==> config.mk <==
export PLATFORM = sky130hd
export DESIGN_NAME = muldiv_unit
export DESIGN_NICKNAME = d
export VERILOG_FILES = /design/src/rtl/muldiv_pkg.sv /design/src/rtl/muldiv_sign_fix.sv /design/src/rtl/muldiv_unit.sv
export SDC_FILE = /design/constraint.sdc
export NUM_CORES = 1
export LEC_CHECK = 0
export BUFFER_PORTS_ARGS = -buffer_cell sky130_fd_sc_hd__buf_2
export CORE_MARGIN = 8
export CORE_UTILIZATION = 55
export CTS_CLUSTER_SIZE = 10
export DETAILED_ROUTE_END_ITERATION = 7
export PLACE_DENSITY_LB_ADDON = 0.1
export SLEW_MARGIN = 20
export SYNTH_ARGS = -nofsm -noshare
export SYNTH_HDL_FRONTEND = slang
export SYNTH_SLANG_ARGS = --single-unit
==> constraint.sdc <==
create_clock -name clock -period 3.4 [get_ports clock]
set_clock_uncertainty 0.15 [all_clocks]
set_input_delay 0.34 -clock clock [delete_from_list [all_inputs] [get_ports clock]]
set_output_delay 0.34 -clock clock [all_outputs]
set_load 0.01 [all_outputs]
==> src/rtl/muldiv_pkg.sv <==
// Shared types for the multiply/divide unit and the control unit that
// decodes MULT/MULTU/DIV/DIVU into op_t.
package muldiv_pkg;

    typedef enum logic [1:0] {
        OP_MULT  = 2'b00,
        OP_MULTU = 2'b01,
        OP_DIV   = 2'b10,
        OP_DIVU  = 2'b11
    } op_t;

    typedef enum logic [1:0] {
        MD_IDLE = 2'b00,
        MD_CALC = 2'b01,
        MD_FIX  = 2'b10
    } md_state_t;

    // The encoding puts divide in bit 1 and unsigned in bit 0
    function automatic logic isDivideOp(input op_t opSel);
        return opSel[1];
    endfunction

    function automatic logic isSignedOp(input op_t opSel);
        return ~opSel[0];
    endfunction

endpackage

==> src/rtl/muldiv_sign_fix.sv <==
// Conditional two's-complement negation of the raw magnitude results,
// applied in the FIX state before HI/LO are written.
module muldiv_sign_fix #(
    parameter int WIDTH = 32
) (
    input  logic [2*WIDTH-1:0] product,
    input  logic [WIDTH-1:0]   quotient,
    input  logic [WIDTH-1:0]   remainder,
    input  logic               productNeg,
    input  logic               quotientNeg,
    input  logic               remainderNeg,
    output logic [2*WIDTH-1:0] productFixed,
    output logic [WIDTH-1:0]   quotientFixed,
    output logic [WIDTH-1:0]   remainderFixed
);

    always_comb begin
        productFixed   = productNeg   ? -product   : product;
        quotientFixed  = quotientNeg  ? -quotient  : quotient;
        remainderFixed = remainderNeg ? -remainder : remainder;
    end

endmodule

==> src/rtl/muldiv_unit.sv <==
// Iterative shift-add multiplier / restoring divider with HI/LO registers,
// one result bit per cycle, busy/done handshake for the control FSM.
module muldiv_unit
    import muldiv_pkg::*;
#(
    parameter int WIDTH = 32
) (
    input  logic             clock,
    input  logic             reset,
    input  logic             start,
    input  logic [1:0]       op,
    input  logic [WIDTH-1:0] a,
    input  logic [WIDTH-1:0] b,
    input  logic             wr_hi,
    input  logic             wr_lo,
    input  logic [WIDTH-1:0] wr_data,
    output logic             busy,
    output logic             done,
    output logic             div_zero,
    output logic [WIDTH-1:0] hi_out,
    output logic [WIDTH-1:0] lo_out
);

    localparam int CNT_W = $clog2(WIDTH + 1);
    localparam logic [CNT_W-1:0] LAST_COUNT = CNT_W'(WIDTH - 1);

    md_state_t          state;
    op_t                opReg;
    logic [CNT_W-1:0]   count;
    logic [2*WIDTH-1:0] acc;
    logic [WIDTH:0]     rem;
    logic [WIDTH-1:0]   bMag;
    logic               resultNeg;
    logic               remNeg;
    logic               zeroFlag;

    op_t                opIn;
    logic               signedIn;
    logic [WIDTH-1:0]   aMagIn;
    logic [WIDTH-1:0]   bMagIn;
    logic               divZeroIn;

    logic [WIDTH:0]     mulSum;
    logic [WIDTH+1:0]   divShift;
    logic [WIDTH+1:0]   divDiff;
    logic               divFits;

    logic [2*WIDTH-1:0] productFixed;
    logic [WIDTH-1:0]   quotientFixed;
    logic [WIDTH-1:0]   remainderFixed;

    // Operand capture: magnitudes for signed ops, raw values otherwise
    always_comb begin
        opIn      = op_t'(op);
        signedIn  = isSignedOp(opIn);
        aMagIn    = (signedIn && a[WIDTH-1]) ? -a : a;
        bMagIn    = (signedIn && b[WIDTH-1]) ? -b : b;
        divZeroIn = isDivideOp(opIn) && (b == '0);
    end

    // One iteration step; the divide trial subtraction is two bits wider than
    // the shifted remainder so its top bit is a clean borrow.
    always_comb begin
        mulSum   = {1'b0, acc[2*WIDTH-1:WIDTH]} + {1'b0, bMag};
        divShift = {rem, acc[WIDTH-1]};
        divDiff  = divShift - {2'b00, bMag};
        divFits  = ~divDiff[WIDTH+1];
    end

    muldiv_sign_fix #(
        .WIDTH(WIDTH)
    ) signFix (
        .product       (acc),
        .quotient      (acc[WIDTH-1:0]),
        .remainder     (rem[WIDTH-1:0]),
        .productNeg    (resultNeg),
        .quotientNeg   (resultNeg),
        .remainderNeg  (remNeg),
        .productFixed  (productFixed),
        .quotientFixed (quotientFixed),
        .remainderFixed(remainderFixed)
    );

    always_ff @(posedge clock) begin
        if (reset) begin
            state     <= MD_IDLE;
            opReg     <= OP_MULT;
            count     <= '0;
            acc       <= '0;
            rem       <= '0;
            bMag      <= '0;
            resultNeg <= 1'b0;
            remNeg    <= 1'b0;
            zeroFlag  <= 1'b0;
            busy      <= 1'b0;
            done      <= 1'b0;
            div_zero  <= 1'b0;
            hi_out    <= '0;
            lo_out    <= '0;
        end else begin
            done     <= 1'b0;
            div_zero <= 1'b0;
            unique case (state)
                MD_IDLE: begin
                    if (wr_hi) hi_out <= wr_data;
                    if (wr_lo) lo_out <= wr_data;
                    if (start) begin
                        opReg     <= opIn;
                        count     <= '0;
                        acc       <= {{WIDTH{1'b0}}, aMagIn};
                        rem       <= '0;
                        bMag      <= bMagIn;
                        resultNeg <= signedIn && (a[WIDTH-1] ^ b[WIDTH-1]);
                        remNeg    <= signedIn && a[WIDTH-1];
                        zeroFlag  <= divZeroIn;
                        busy      <= 1'b1;
                        state     <= divZeroIn ? MD_FIX : MD_CALC;
                    end
                end
                MD_CALC: begin
                    if (isDivideOp(opReg)) begin
                        rem            <= divFits ? divDiff[WIDTH:0] : divShift[WIDTH:0];
                        acc[WIDTH-1:0] <= {acc[WIDTH-2:0], divFits};
                    end else begin
                        acc <= acc[0] ? {mulSum, acc[WIDTH-1:1]} : {1'b0, acc[2*WIDTH-1:1]};
                    end
                    count <= count + 1'b1;
                    if (count == LAST_COUNT) state <= MD_FIX;
                end
                MD_FIX: begin
                    if (!zeroFlag) begin
                        if (isDivideOp(opReg)) begin
                            lo_out <= quotientFixed;
                            hi_out <= remainderFixed;
                        end else begin
                            lo_out <= productFixed[WIDTH-1:0];
                            hi_out <= productFixed[2*WIDTH-1:WIDTH];
                        end
                    end
                    done     <= 1'b1;
                    div_zero <= zeroFlag;
                    busy     <= 1'b0;
                    state    <= MD_IDLE;
                end
                default: begin
                    busy  <= 1'b0;
                    state <= MD_IDLE;
                end
            endcase
        end
    end

endmodule

Word level (Yosys, flattened, before mapping):

Index checks and enable logic that the tools add are counted.

* add/subtract/negate cells: 8
* equal/unequal tests: 10
* multiplexer cells: 31
* bitwise operators: 5
* reductions and logical operators: 17

Operators with widths (count)
* 32-bit two-way mux: 12
* 64-bit two-way mux: 3
* 32-bit negation: 4
* 32-bit one-hot mux with 2 select lines: 2
* 64-bit one-hot mux with 2 select lines: 1
* 33-bit two-way mux: 3
* 33-bit one-hot mux with 2 select lines: 1
* 64-bit negation: 1
* 34-bit by 32-bit subtractor with 34-bit output: 1
* 32-bit by 32-bit adder with 33-bit output: 1
* 32-bit logical NOT: 1
* 2-bit inequality test (second input constant): 7
* 6-bit one-hot mux with 2 select lines: 1
* 3-bit AND reduction: 4
* 2-bit AND reduction: 4
* 6-bit by 1-bit adder with 6-bit output (second input constant): 1
* 6-bit by 5-bit equality test with 1-bit output (second input constant): 1
* 2-bit two-way mux: 3
* 6-bit two-way mux: 1
* 1-bit logical AND: 4
* 1-bit NOT: 4
* 2-bit one-hot mux with 2 select lines: 1
* 2-bit nonzero test: 2
* 2-bit by 1-bit equality test with 1-bit output (second input constant): 1
* 6 further kinds: 7

* flip-flop bits (word level): 209
* output and inout port bits: 67

Longest topological paths before layout:

* depth in word-level cells: 5
* mapped depth: 14

Hierarchy:

A second synthesis with hierarchy kept.

* cell total of the unflattened synthesis: 2123
* area, all modules: 16747.3 sq um

Modules (own cells, without submodules)
* muldiv_unit: times used 1, cells an instance 1726, area each 13858.3 sq um, seq. area each 4164.0 sq um
* muldiv_sign_fix: times used 1, cells an instance 397, area each 2889.0 sq um, seq. area each 0.0 sq um

Worst setup path after synthesis:

No wires, ideal clock.

* path kind: register to register
* start: register bMag[10]
* end: register rem[10]
* library setup time: 0.128 ns
* data arrival time: 3.288 ns
* data required time: 3.122 ns
* setup slack: -0.166 ns
* cell stages (with the launch flop): 15
* cell sequence: dfxtp_1 inv_1 ha_1 clkbuf_1 a211o_1 a21oi_1 o221ai_1 or3_1 o21a_1 a2111oi_0 xnor2_1 buf_2 buf_2 mux2i_1 o21ai_0

* cells in the longest elaborated chain, start to end: 4

Ends and longest elaborated chain
* from (decl): RTL line muldiv_unit.sv:32 `logic [WIDTH-1:0] bMag;`
* from (signal assigned): RTL line muldiv_unit.sv:112 `bMag <= bMagIn;`
* 34-bit by 32-bit subtractor with 34-bit output: RTL line muldiv_unit.sv:66 `divDiff = divShift - {2'b00, bMag};`
* 33-bit two-way mux: RTL line muldiv_unit.sv:122 `rem <= divFits ? divDiff[WIDTH:0] : divShift[WIDTH:0];`
* 33-bit two-way mux: RTL line muldiv_unit.sv:121 `if (isDivideOp(opReg)) begin`
* 33-bit one-hot mux with 2 select lines: RTL line muldiv_unit.sv:103 `unique case (state)`
* to (signal assigned): RTL line muldiv_unit.sv:122
* to (decl): RTL line muldiv_unit.sv:31 `logic [WIDTH:0] rem;`

No other way between the ends. The select of a mux whose other input is x is not followed.
A chain may end at the register's enable or synchronous reset.

Final worst setup path:

* start: register bMag[9]
* end: register acc[0]

* cells in the longest elaborated chain, start to end: 4

Ends and longest elaborated chain
* 34-bit by 32-bit subtractor with 34-bit output: RTL line muldiv_unit.sv:66
* 1-bit NOT: RTL line muldiv_unit.sv:67 `divFits = ~divDiff[WIDTH+1];`
* 32-bit two-way mux: RTL line muldiv_unit.sv:121
* 64-bit one-hot mux with 2 select lines: RTL line muldiv_unit.sv:103
* to (signal assigned): RTL line muldiv_unit.sv:110 `acc <= {{WIDTH{1'b0}}, aMagIn};`
* to (signal, indexed assignment): RTL line muldiv_unit.sv:123 `acc[WIDTH-1:0] <= {acc[WIDTH-2:0], divFits};`
* to (signal assigned): RTL line muldiv_unit.sv:125 `acc <= acc[0] ? {mulSum, acc[WIDTH-1:1]} : {1'b0, acc[2*WIDTH-1:1]};`
* to (decl): RTL line muldiv_unit.sv:30 `logic [2*WIDTH-1:0] acc;`

No other way between the ends.

==> flow_summary.json <==
{
  "synth.mux.area_fraction_pct": 5.20,
  "cts_root_buf": "clkbuf_16",
  "pre_cts_ws_ns": -0.0809,
  "async_reset_ff_share_pct": 0,
  "holdPathStages": 3,
  "grt_usage_pct": 31.8,
  "seq_area_frac_synth_pct": 26.4,
  "layout_min_cycle_time_ns": 3.37,
  "cts_tree": "built",
  "die-area_um2": 34400,
  "criticalPathCategory": "flop to flop",
  "yosys.area_share.simple_pct": 20.4,
  "layout_commonest_cell": "nor2_1",
  "syn-num-nets": 2259,
  "synth_top_family_by_area": "compound AO/OA/AOI/OAI gates",
  "multi_input_area_um2": 11100,
  "power_density_nw_per_um2": 452,
  "hold_class": "primary input to flop",
  "antenna_cells": 0,
  "io_pins": 170,
  "cts_made_buffers": 27,
  "synth-xor-area-share_pct": 10.6,
  "finalSetupViolCount": 0,
  "grt_antenna_before_repair": 0,
  "clkTransAtPathRegs_ns": 0.06,
  "cap_violations": 0,
  "regArea_um2": 4180,
  "drc_errors": 0,
  "drive_gt1_share_pct": 20.7,
  "drv_slew": 0,
  "cp-start-kind": "flop",
  "synthCells": 2085,
  "met1_usage_pct": 44.5,
  "finalCritPeriodShare_pct": 99.1,
  "ant_nets": 0,
  "first_pass_iters": 7,
  "synth.distinct_cells": 75,
  "synth_compound_area_share_pct": 26.6,
  "yosys_warnings": 0,
  "synth_area_um2": 15800,
  "fp.dieW_um": 185,
  "fin_cells": 2765,
  "peakVddDrop_uv": 335,
  "clock_sink_count": 208,
  "fin_ws_ns": 0.0307,
  "core_um2": 28500,
  "dp.cells": 2682,
  "use_met2_pct": 48.8,
  "clock_latency_ns": 0.56,
  "grt_pass1_wl_um": 87300,
  "hold_viol_final": 0,
  "synth_seq_cells": 208,
  "critical_path.max_fanout": 7,
  "start_util_pct": 55.5,
  "detail_route.vias_per_cell": 6.24,
  "syn_to_final_growth_pct": 24.4,
  "drt_iter0_drc": 2162,
  "numPortBuffers": 169,
  "gp_congestion": 0.953,
  "fp.dieH_um": 185,
  "max_freq_ghz": 0.297,
  "worstPathArrival_ns": 3.65,
  "final_cell_mix": "nor2_1 (246), nand2_1 (212), dfxtp_1 (199)",
  "dominantRegCellSynth": "dfxtp_1",
  "tightestPinTransition_ns": 0.958,
  "htreeDepth": 1,
  "routedWlPerCell_um": 20.4,
  "synth-edff-count": 0,
  "total_power_mw": 8.88,
  "slew_headroom_pct": 35.9,
  "cp_data_required_time_ns": 3.68,
  "vias": 17200,
  "grt_pass1_vias": 16000,
  "nNetsFinal": 2541,
  "p_leak_nw": 8.08,
  "grt-ovfl-total": 0,
  "rsz0062_at_grt": "yes",
  "synth_fa_ha_area_share_pct": 5.72,
  "busiest_layer": "met2",
  "wl_um": 56400,
  "cp-end-kind": "flop",
  "rows": 62,
  "nFillCells": 2465,
  "ff2ff_path_depth": 15,
  "final_util_pct": 69.0,
  "use_met3_pct": 4.24,
  "syn-mean-instance-area_um2": 7.57,
  "grt_start_max_net_pins": 112,
  "cts_buffer_depth": 3,
  "status": "finished, final reports clean",
  "dp_hpwl_um": 43000
}
sequential cells by signal, summed over array words and instances, names as in the netlist:
register	count
count	6
opReg	1
rem	33
done	1
lo_out	32
remNeg	1
resultNeg	1
bMag	32
busy	1
hi_out	32
zeroFlag	1
div_zero	1
acc	64
state	2
synth_stat cells (39+ instances only):
cell / count / area, um2
mux2i_1: 73 / 731
a211oi_1: 72 / 541
a21oi_1: 131 / 656
clkbuf_1: 134 / 503
o31ai_1: 39 / 293
inv_1: 65 / 244
nand2_1: 212 / 796
dfxtp_1: 208 / 4160
nor2_1: 248 / 931
nor3_1: 42 / 210
o21ai_0: 147 / 736
ha_1: 69 / 863
xor2_1: 89 / 780
xnor2_1: 102 / 893
layer usage:
metal  part of all wire (%)  vias up
li1                       -     8158
met1                     44     8081
met2                     43      864
met3                    9.5      141
met4                    3.9        0
met5                      0        -
stage by stage:
stage | setup TNS [ns] | area (um2) | hold WS, ns
global placement | -0.0682 | 18100 | 0.287
finish | 0 | 19600 | 0.0174
detailed placement | -0.327 | 18100 | 0.296
CTS | 0 | 19400 | 0.00472
global route | -0.259 | 19600 | 0.0360
floorplan | 0 | 15800 | 0.294
layout make-up:
type	count	area share, %
sequential	208	21.3
multi-input combinational	1664	56.5
clock inverter	5	0.459
tap	384	2.45
inverter	65	1.24
clock buffer	38	4.06
timing repair buffer	401	14.1
critical path: stages (launching register included):
cell	delay (ns)
dfxtp_2	0.35
inv_2	0.05
ha_4	0.16
a211o_1	0.32
a21oi_2	0.21
o221ai_2	0.14
or3_1	0.32
o21a_1	0.24
a2111oi_4	0.32
buf_4	0.19
xnor2_4	0.07
buf_12	0.15
buf_12	0.12
buf_16	0.14
a221oi_2	0.25
a211oi_2	0.07
report_power, final:
part	switching (mW)	internal [mW]	total [mW]
clock network	1.12	1.77	2.88
logic	1.85	1.23	3.08
registers	0.236	2.67	2.91
logic make-up after synthesis:
group,Yosys count
compound gates,626
flops,208
buf+inv,213
fa+ha+maj,71
simple gates,695
xor+xnor,191
mux,81
timing repair:
item                       4_1_cts  5_1_grt
pin swaps                        3       11
gates cloned                     1        0
hold endpoints to repair        36        0
buffers inserted                 0        4
resized for setup                9       48
hold buffers                    35        0
setup endpoints to repair       25       48
worst paths after layout:
check / endpoint / slack [ns] / start
worst max-delay path: acc[0] / 0.03 / bMag[9]
worst min-delay path: lo_out[27] / 0.02 / wr_data[27]
worst max register to register: acc[0] / 0.03 / bMag[9]
worst min register to register: hi_out[30] / 0.30 / hi_out[30]
Note: power is estimated with default switching activity, not from simulation.
